[src/rtl/jk_reg_bank.sv]
// ---------------------------------------------------------------------------
// jk_reg_bank
//
// Purpose:
//   A bank of WIDTH positive-edge JK flip-flops. Each edge can apply per-bit
//   J/K control, do a parallel load, or count up or down. Every mode is
//   expressed as an effective per-bit (J, K) pair, and one JK cell equation
//   then produces the next state. Counting drives J=K=1 on the bits that a
//   ripple-free toggle chain enables. No adder is used.
//
// Ports:
//   clk      in   1      rising-edge clock for all state
//   reset    in   1      synchronous, active-high; forces Q=RESET_VAL, changed=0
//   en       in   1      update enable; 0 holds Q and clears changed
//   mode     in   2      00 JK, 01 load, 10 count up, 11 count down
//   J, K     in   WIDTH  per-bit JK control (mode 00 only)
//   D        in   WIDTH  parallel load data (mode 01 only)
//   Q        out  WIDTH  registered bank state
//   Qbar     out  WIDTH  ~Q (combinational)
//   changed  out  WIDTH  registered mask of bits that flipped on the last edge
//   tc       out  1      terminal count: all-ones in up mode, zero in down mode
// ---------------------------------------------------------------------------
module jk_reg_bank #(
  parameter int              WIDTH     = 8,
  parameter logic [WIDTH-1:0] RESET_VAL = '0
) (
  input  logic             clk,
  input  logic             reset,
  input  logic             en,
  input  logic [1:0]       mode,
  input  logic [WIDTH-1:0] J,
  input  logic [WIDTH-1:0] K,
  input  logic [WIDTH-1:0] D,
  output logic [WIDTH-1:0] Q,
  output logic [WIDTH-1:0] Qbar,
  output logic [WIDTH-1:0] changed,
  output logic             tc
);

  typedef enum logic [1:0] {
    MODE_JK   = 2'b00,
    MODE_LOAD = 2'b01,
    MODE_UP   = 2'b10,
    MODE_DOWN = 2'b11
  } mode_e;

  mode_e            mode_s;
  logic [WIDTH-1:0] q_q,       q_d;
  logic [WIDTH-1:0] changed_q, changed_d;
  logic [WIDTH-1:0] up_tgl_s;   // bit i toggles on count-up
  logic [WIDTH-1:0] dn_tgl_s;   // bit i toggles on count-down
  logic [WIDTH-1:0] j_eff_s;
  logic [WIDTH-1:0] k_eff_s;
  logic [WIDTH-1:0] jk_next_s;
  logic             ones_run_s;
  logic             zeros_run_s;
  logic             tc_s;

  assign mode_s = mode_e'(mode);

  // Toggle chain: a bit toggles when every lower bit is 1 (up) or 0 (down).
  always_comb begin
    up_tgl_s    = '0;
    dn_tgl_s    = '0;
    ones_run_s  = 1'b1;
    zeros_run_s = 1'b1;
    for (int i = 0; i < WIDTH; i++) begin
      up_tgl_s[i] = ones_run_s;
      dn_tgl_s[i] = zeros_run_s;
      ones_run_s  = ones_run_s & q_q[i];
      zeros_run_s = zeros_run_s & ~q_q[i];
    end
  end

  // Map the selected mode onto the effective per-bit J/K inputs.
  always_comb begin
    j_eff_s = '0;
    k_eff_s = '0;
    case (mode_s)
      MODE_JK: begin
        j_eff_s = J;
        k_eff_s = K;
      end
      MODE_LOAD: begin
        // A 1 in D sets the bit (J=1,K=0) and a 0 clears it (J=0,K=1).
        j_eff_s = D;
        k_eff_s = ~D;
      end
      MODE_UP: begin
        j_eff_s = up_tgl_s;
        k_eff_s = up_tgl_s;
      end
      MODE_DOWN: begin
        j_eff_s = dn_tgl_s;
        k_eff_s = dn_tgl_s;
      end
      default: begin
        j_eff_s = '0;
        k_eff_s = '0;
      end
    endcase
  end

  // JK characteristic equation Q+ = J&~Q | ~K&Q, then gate with enable.
  always_comb begin
    jk_next_s = (j_eff_s & ~q_q) | (~k_eff_s & q_q);
    if (en) begin
      q_d = jk_next_s;
    end else begin
      q_d = q_q;
    end
    changed_d = q_d ^ q_q;
  end

  // State and change-mask registers with synchronous reset.
  always_ff @(posedge clk) begin
    if (reset) begin
      q_q       <= RESET_VAL;
      changed_q <= '0;
    end else begin
      q_q       <= q_d;
      changed_q <= changed_d;
    end
  end

  // Terminal count follows the current mode and Q. It does not depend on en.
  always_comb begin
    tc_s = 1'b0;
    case (mode_s)
      MODE_UP:   tc_s = &q_q;
      MODE_DOWN: tc_s = ~|q_q;
      MODE_JK:   tc_s = 1'b0;
      MODE_LOAD: tc_s = 1'b0;
      default:   tc_s = 1'b0;
    endcase
  end

  assign Q       = q_q;
  assign Qbar    = ~q_q;
  assign changed = changed_q;
  assign tc      = tc_s;

endmodule

[config.mk]
export PLATFORM = sky130hd
export DESIGN_NAME = jk_reg_bank
export DESIGN_NICKNAME = d
export VERILOG_FILES = /design/src/rtl/jk_reg_bank.sv
export SDC_FILE = /design/constraint.sdc
export NUM_CORES = 1
export LEC_CHECK = 0
export CORE_MARGIN = 2
export CORE_UTILIZATION = 45
export CTS_CLUSTER_DIAMETER = 60
export DETAILED_ROUTE_END_ITERATION = 6
export PLACE_DENSITY = 0.85
export SLEW_MARGIN = 10
export SYNTH_ARGS = -nofsm -noshare
export SYNTH_HDL_FRONTEND = slang
export SYNTH_SLANG_ARGS = --single-unit
[constraint.sdc]
create_clock -name clk -period 4.97 [get_ports clk]
set_input_delay 0.994 -clock clk [delete_from_list [all_inputs] [get_ports clk]]
set_output_delay 0.994 -clock clk [all_outputs]
set_load 0.02 [all_outputs]
==> metrics.txt, run 1 <==
Nets 234; CP dominant cell by count clkdlybuf4s50_1; CTS tree yes; area of the die 3190 um2; Tcrit/Tclk final 84.7%; Worst Path Required 3.98 ns; LEAKAGE 0.000656 uW; drt total wl 3510 um; GPL Wtd Cong 0.860; maxcap violations 0; Avg WL per Cell 15.0 um; DRT iter0 DRCs 50; crit path from mode[0]; worst-path cell chain clkdlybuf4s50_1, or4b_1, nor4_4, nand3_1, nand2_1, clkdlybuf4s50_1; Psw 137 uW; I/O Buffers 53; largest net degree at the start of global routing 33; delay-heaviest family, CP simple AND/OR/NAND/NOR gates; Hold Buf Count CTS 0; Setup Fix Bufs, Post-CTS 0; CTS max path bufs 2; highest clock rate 237 MHz; register area share after synthesis 25.8%; Reg2Reg Launch Point Q[0]; Clock power frac 17.8%; DRC violations left 0; register bit total from synthesis 16; width of the die 56.5 um; Setup WS post-layout 0.759 ns; PwrDens 218 nW/um2; DP HPWL 2630 um; Post-CTS Resized 0; Worst path slowest cell or4b_1; Worst Skew 0.00425 ns; Max-slew headroom 65.4%; H-tree depth 1; first-pass GRT wire length 5980 um; Tot GR Track Use 23.3%; nature of the critical path startpoint primary input; crit path capture type output port; Finish-stage setup viols 0; TNS Setup 0 ns; syn nets 186; worst hold start Q[4]; Seq pwr share 40.3%; Syn Inst Count 157; core footprint 2690 um2; routing usage on met1 27.6%; share of layout cells above drive strength 1 5.42%; Worst Path Buf+Inv 2; unrepaired setup endpoints after global routing false; synth-to-layout area growth 43.0%; final core occ 66.1%; Vias 1,372; pre-CTS setup slack 0.757 ns; actual slew at the worst max-slew pin 0.510 ns; Setup CP Type primary input to output port; Pre-antenna DRT Iters 4; Clock Sinks 16; status finished, final reports clean; Rows 19; Final ANT Viol Nets 0; IR drop worst, VDD 0.173 mV; Unique masters post-synth 46; EDFF count, synth 0; final hold vios 0; GRT busiest layer met2; ys async rst share 0%; CTS root buf clkbuf_4; Total Power 387 uW; Max Slew Vio Count 0; Inserted Diodes 0; switch share 35.4%; Via density 5.86; Die Span Y 56.5 um; I/O pin count 54; CP max FO 6; routing usage on met2 39.7%; Final min period 4.21 ns; CP peak stage delay 0.63 ns; Starting Density 46.2%; global route overflow 0; met3 Use GR 4.61%; mapped cell area 1240 um2; Top FF cell, synth dfxtp_1; Clock Pin Slew Worst Setup and Hold Paths 0.09 ns; mean post-synth cell area 7.91 um2; Num CTS Buffers 3; Ys Warns 0; Hold Path Class register to register; Comb power frac 42.0%; Worst-Skew Late Latency 0.29 ns; vias in the first global route 1,391; P_int 250 uW; Critical Path AT 3.22 ns; initial antenna violation count 0
## final timing paths
kind	endpoint	slack, ns	cells past startpoint
max	tc	0.76	6
max reg2reg	Q[7]	2.98	4
min	Q[4]	0.59	2
min reg2reg	Q[4]	0.59	2
## power by group through the flow
| stage | clock, uW | combinational (uW) | sequential (uW) |
|---|---|---|---|
| after floorplan | 0 | 87.0 | 165 |
| after global placement | 0 | 158 | 157 |
| after detailed placement | 0 | 162 | 158 |
| after CTS | 71.8 | 162 | 155 |
| after global routing | 78.1 | 175 | 157 |
| final | 68.8 | 162 | 156 |
## Yosys cell counts, types with 3 or more instances
library cell   n  area [um2]
a21oi_1       13        65.1
buf_2          4        20.0
buf_6          3        33.8
clkbuf_1       4        15.0
dfxtp_1       16         320
inv_1         13        48.8
mux2i_1        6        60.1
nand2_1        8        30.0
nand2b_1       6        37.5
nand3_1        4        20.0
nor2_1        13        48.8
nor2b_1        4        25.0
nor3_1        12        60.1
o21ai_0        5        25.0
o31ai_1        5        37.5
## area by class of cell
| cell class | instances | area (um2) |
|---|---|---|
| Clock buffer | 3 | 22.5 |
| Fill cell | 240 | 911 |
| Inverter | 13 | 48.8 |
| Multi-Input combinational cell | 116 | 800 |
| Sequential cell | 16 | 320 |
| Tap cell | 31 | 38.8 |
| Timing Repair Buffer | 55 | 546 |
## sequential cells by signal, indices dropped and copies added (netlist names)
name / cells
changed: 8
Q: 8
## through the flow
step	std cells	hold WS (ns)	area (um2)
floorplan	157	0.611	1240
global placement	231	0.551	1750
CTS	234	0.583	1780
global route	234	0.640	1780
detailed placement	231	0.560	1750
finish	234	0.589	1780
## tightest hold or removal path, cell delays in order (launching register included)
cell and delay (ns):
dfxtp_1 0.38, nand2b_1 0.11, o21ai_1 0.07
## cells in the final DEF (no fill, tap or decap), types with 6 or more instances in the layout
cell type / count
clkdlybuf4s50_1: 53
nor3_1: 12
nand2_1: 8
a21oi_1: 13
nor2_1: 13
mux2i_1: 6
dfxtp_1: 16
nand2b_1: 6
inv_1: 13
## cells by family after synthesis
kind of cell,Yosys count,synth area share [%]
simple gates,57,26.4
compound gates,49,27.9
buf+inv,25,9.78
flops,16,25.8
mux,9,9.37
xor+xnor,1,0.706
## per-layer routing
metal | vias up | part of all wire (%)
met5 | - | 0
met4 | 0 | 0.94
met3 | 4 | 4.6
met2 | 43 | 52
met1 | 645 | 42
li1 | 680 | -
Note: power is estimated with default switching activity, not from simulation.
==> run 2, diff against run 1 <==
--- a/config.mk
+++ b/config.mk
@@ -6,10 +6,10 @@
 export NUM_CORES = 1
 export LEC_CHECK = 0
 export CORE_MARGIN = 2
-export CORE_UTILIZATION = 45
+export CORE_UTILIZATION = 38
 export CTS_CLUSTER_DIAMETER = 60
 export DETAILED_ROUTE_END_ITERATION = 6
-export PLACE_DENSITY = 0.85
+export PLACE_DENSITY = 0.76
 export SLEW_MARGIN = 10
 export SYNTH_ARGS = -nofsm -noshare
 export SYNTH_HDL_FRONTEND = slang
==> constraint.sdc (replaced) <==
create_clock -name clk -period 3.5 [get_ports clk]
set_input_delay 0.7 -clock clk [delete_from_list [all_inputs] [get_ports clk]]
set_output_delay 0.7 -clock clk [all_outputs]
set_load 0.02 [all_outputs]
==> run 2 against run 1 <==
Die area increased by 17%. Combinational power increased by 45%. Total power increased by 52%. Largest cell class unchanged. Register-to-register slack got worse by 1.5 ns.
==> metrics.txt, run 2 (synthesis gave the netlist of run 1 again) <==
DRC violations left 0 (unchanged); Tot GR Track Use 20.7% (-2.6 points); final hold vios 0 (unchanged); Via density 5.61 (-4.4%); maxcap violations 0 (unchanged); drt total wl 3630 um (+3.6%); Post-CTS Resized 0 (unchanged); Critical Path AT 2.34 ns (-0.88 ns); Setup Fix Bufs, Post-CTS 0 (unchanged); largest net degree at the start of global routing 28 (-15%); unrepaired setup endpoints after global routing false; Num CTS Buffers 3 (unchanged); width of the die 61.2 um (+8.2%); Clock Pin Slew Worst Setup and Hold Paths 0.11 ns (+0.02 ns); pre-CTS setup slack 0.0825 ns (-0.674 ns); area of the die 3740 um2 (+17%); Starting Density 40.3% (-5.9 points); Final ANT Viol Nets 0 (unchanged); Worst-Skew Late Latency 0.30 ns (about the same); CTS tree yes; CP peak stage delay 0.51 ns (-0.12 ns); actual slew at the worst max-slew pin 0.579 ns (+0.0686 ns); TNS Setup 0 ns (unchanged); I/O pin count 54 (unchanged); Critical Path Stages 6 (unchanged); worst-path cell chain clkdlybuf4s50_1, or4b_1, nor4_4, nand3_1, nand2_1, dlymetal6s2s_1; Die Span Y 61.2 um (+8.2%); first-pass GRT wire length 5820 um (-2.5%); CTS root buf clkbuf_4; Finish-stage setup viols 0 (unchanged); global route overflow 0 (unchanged); vias in the first global route 1,340 (-3.7%); status finished, final reports clean; Worst path slowest cell or4b_1; Worst Path Buf+Inv 2 (unchanged); Setup WS post-layout 0.458 ns (-0.301 ns); Rows 20 (+1); DP Cell Count 246 (+6.5%); Vias 1,402 (+2.2%); Avg WL per Cell 14.5 um (-3.1%); H-tree depth 1 (unchanged); share of layout cells above drive strength 1 6.80% (+1.4 points); I/O Buffers 53 (unchanged); Final Non-Filler Cells 250 (+6.8%); initial antenna violation count 0 (unchanged); hold path depth 2 (unchanged); Worst Skew 0.00369 ns (-0.000564 ns); Worst R2R Path Depth 5 (+1); Pre-antenna DRT Iters 4 (unchanged); Setup CP Type primary input to output port; Hold Path Class register to register; Worst Path Required 2.80 ns (-1.18 ns); IR drop worst, VDD 0.143 mV (-17%); highest clock rate 329 MHz; nature of the critical path startpoint primary input; PwrDens 323 nW/um2 (+48%); most frequent cells in the layout clkdlybuf4s50_1 (52), dfxtp_1 (16), inv_1 (13), nor2_1 (13), a21oi_1 (13); Max-slew headroom 61.3% (-4.2 points); CP max FO 2 (-4); Max Slew Vio Count 0 (unchanged); crit path capture type output port; DP HPWL 2610 um (-0.54%); LEAKAGE 0.000691 uW (+5.3%); most common cell after layout, fill and taps aside clkdlybuf4s50_1; final core occ 59.2% (-6.9 points); CTS max path bufs 2 (unchanged); Tcrit/Tclk final 86.9%; Nets 236 (+0.85%); Inserted Diodes 0 (unchanged); Final min period 3.04 ns; Hold Slack 0.581 ns (-0.00803 ns); Hold Buf Count CTS 0 (unchanged); delay-heaviest family, CP simple AND/OR/NAND/NOR gates; core footprint 3080 um2 (+15%); GPL Wtd Cong 0.879 (+2.2%); DRT iter0 DRCs 64 (+28%); synth-to-layout area growth 46.9%; Fill cells 285 (+19%); Clock Sinks 16 (unchanged)
-- run 2: cell count changes in the layout (fill, tap and decap cells not counted), sizes merged --
cell,delta
dlymetal6s2s,+1
clkbuf,+1
clkdlybuf4s50,-1
buf,+2
-- run 2: tightest hold or removal path, delay by kind of cell, from the launching register on --
kind             cells  cell delay [ns]
AND/OR/NAND/NOR      2             0.17
flip-flops           1             0.38
-- run 2: through the flow --
| step | instance area [um2] | power, uW |
|---|---|---|
| after floorplan | 1240 | 358 |
| after global placement | 1780 | 453 |
| after detailed placement | 1780 | 458 |
| after CTS | 1820 | 588 |
| after global routing | 1820 | 618 |
| final | 1820 | 588 |
-- run 2: final cells by class --
| cell class | instances | area (um2) | share of cell area (%) |
|---|---|---|---|
| sequential | 16 | 320 | 17.6 |
| inverter | 13 | 48.8 | 2.68 |
| clock buffer | 4 | 36.3 | 1.99 |
| tap | 44 | 55.1 | 3.02 |
| timing repair buffer | 57 | 563 | 30.9 |
| multi-input combinational | 116 | 800 | 43.9 |
-- run 2: report_power, final --
| part | leakage (uW) | total (uW) | internal, uW | switching [uW] |
|---|---|---|---|---|
| Sequential | 0.000132 | 221 | 198 | 22.8 |
| Clock | 0.0000210 | 133 | 63.5 | 69.4 |
| Combinational | 0.000538 | 235 | 120 | 115 |
| Total | 0.000691 | 588 | 381 | 207 |
-- run 2: per-layer routing --
metal | global-route usage [%] | up-vias | wire, um
li1 | - | 678 | -
met1 | 27.0 | 647 | 1620
met2 | 33.9 | 66 | 1670
met3 | 3.36 | 11 | 283
met4 | 8.39 | 0 | 59
met5 | 0 | - | 0
-- run 2: final timing paths --
| kind | startpoint | end | slack [ns] |
|---|---|---|---|
| setup / recovery | mode[0] | tc | 0.46 |
| hold / removal | Q[2] | changed[2] | 0.58 |
| setup reg to reg | Q[0] | Q[7] | 1.52 |
| hold reg to reg | Q[2] | changed[2] | 0.58 |
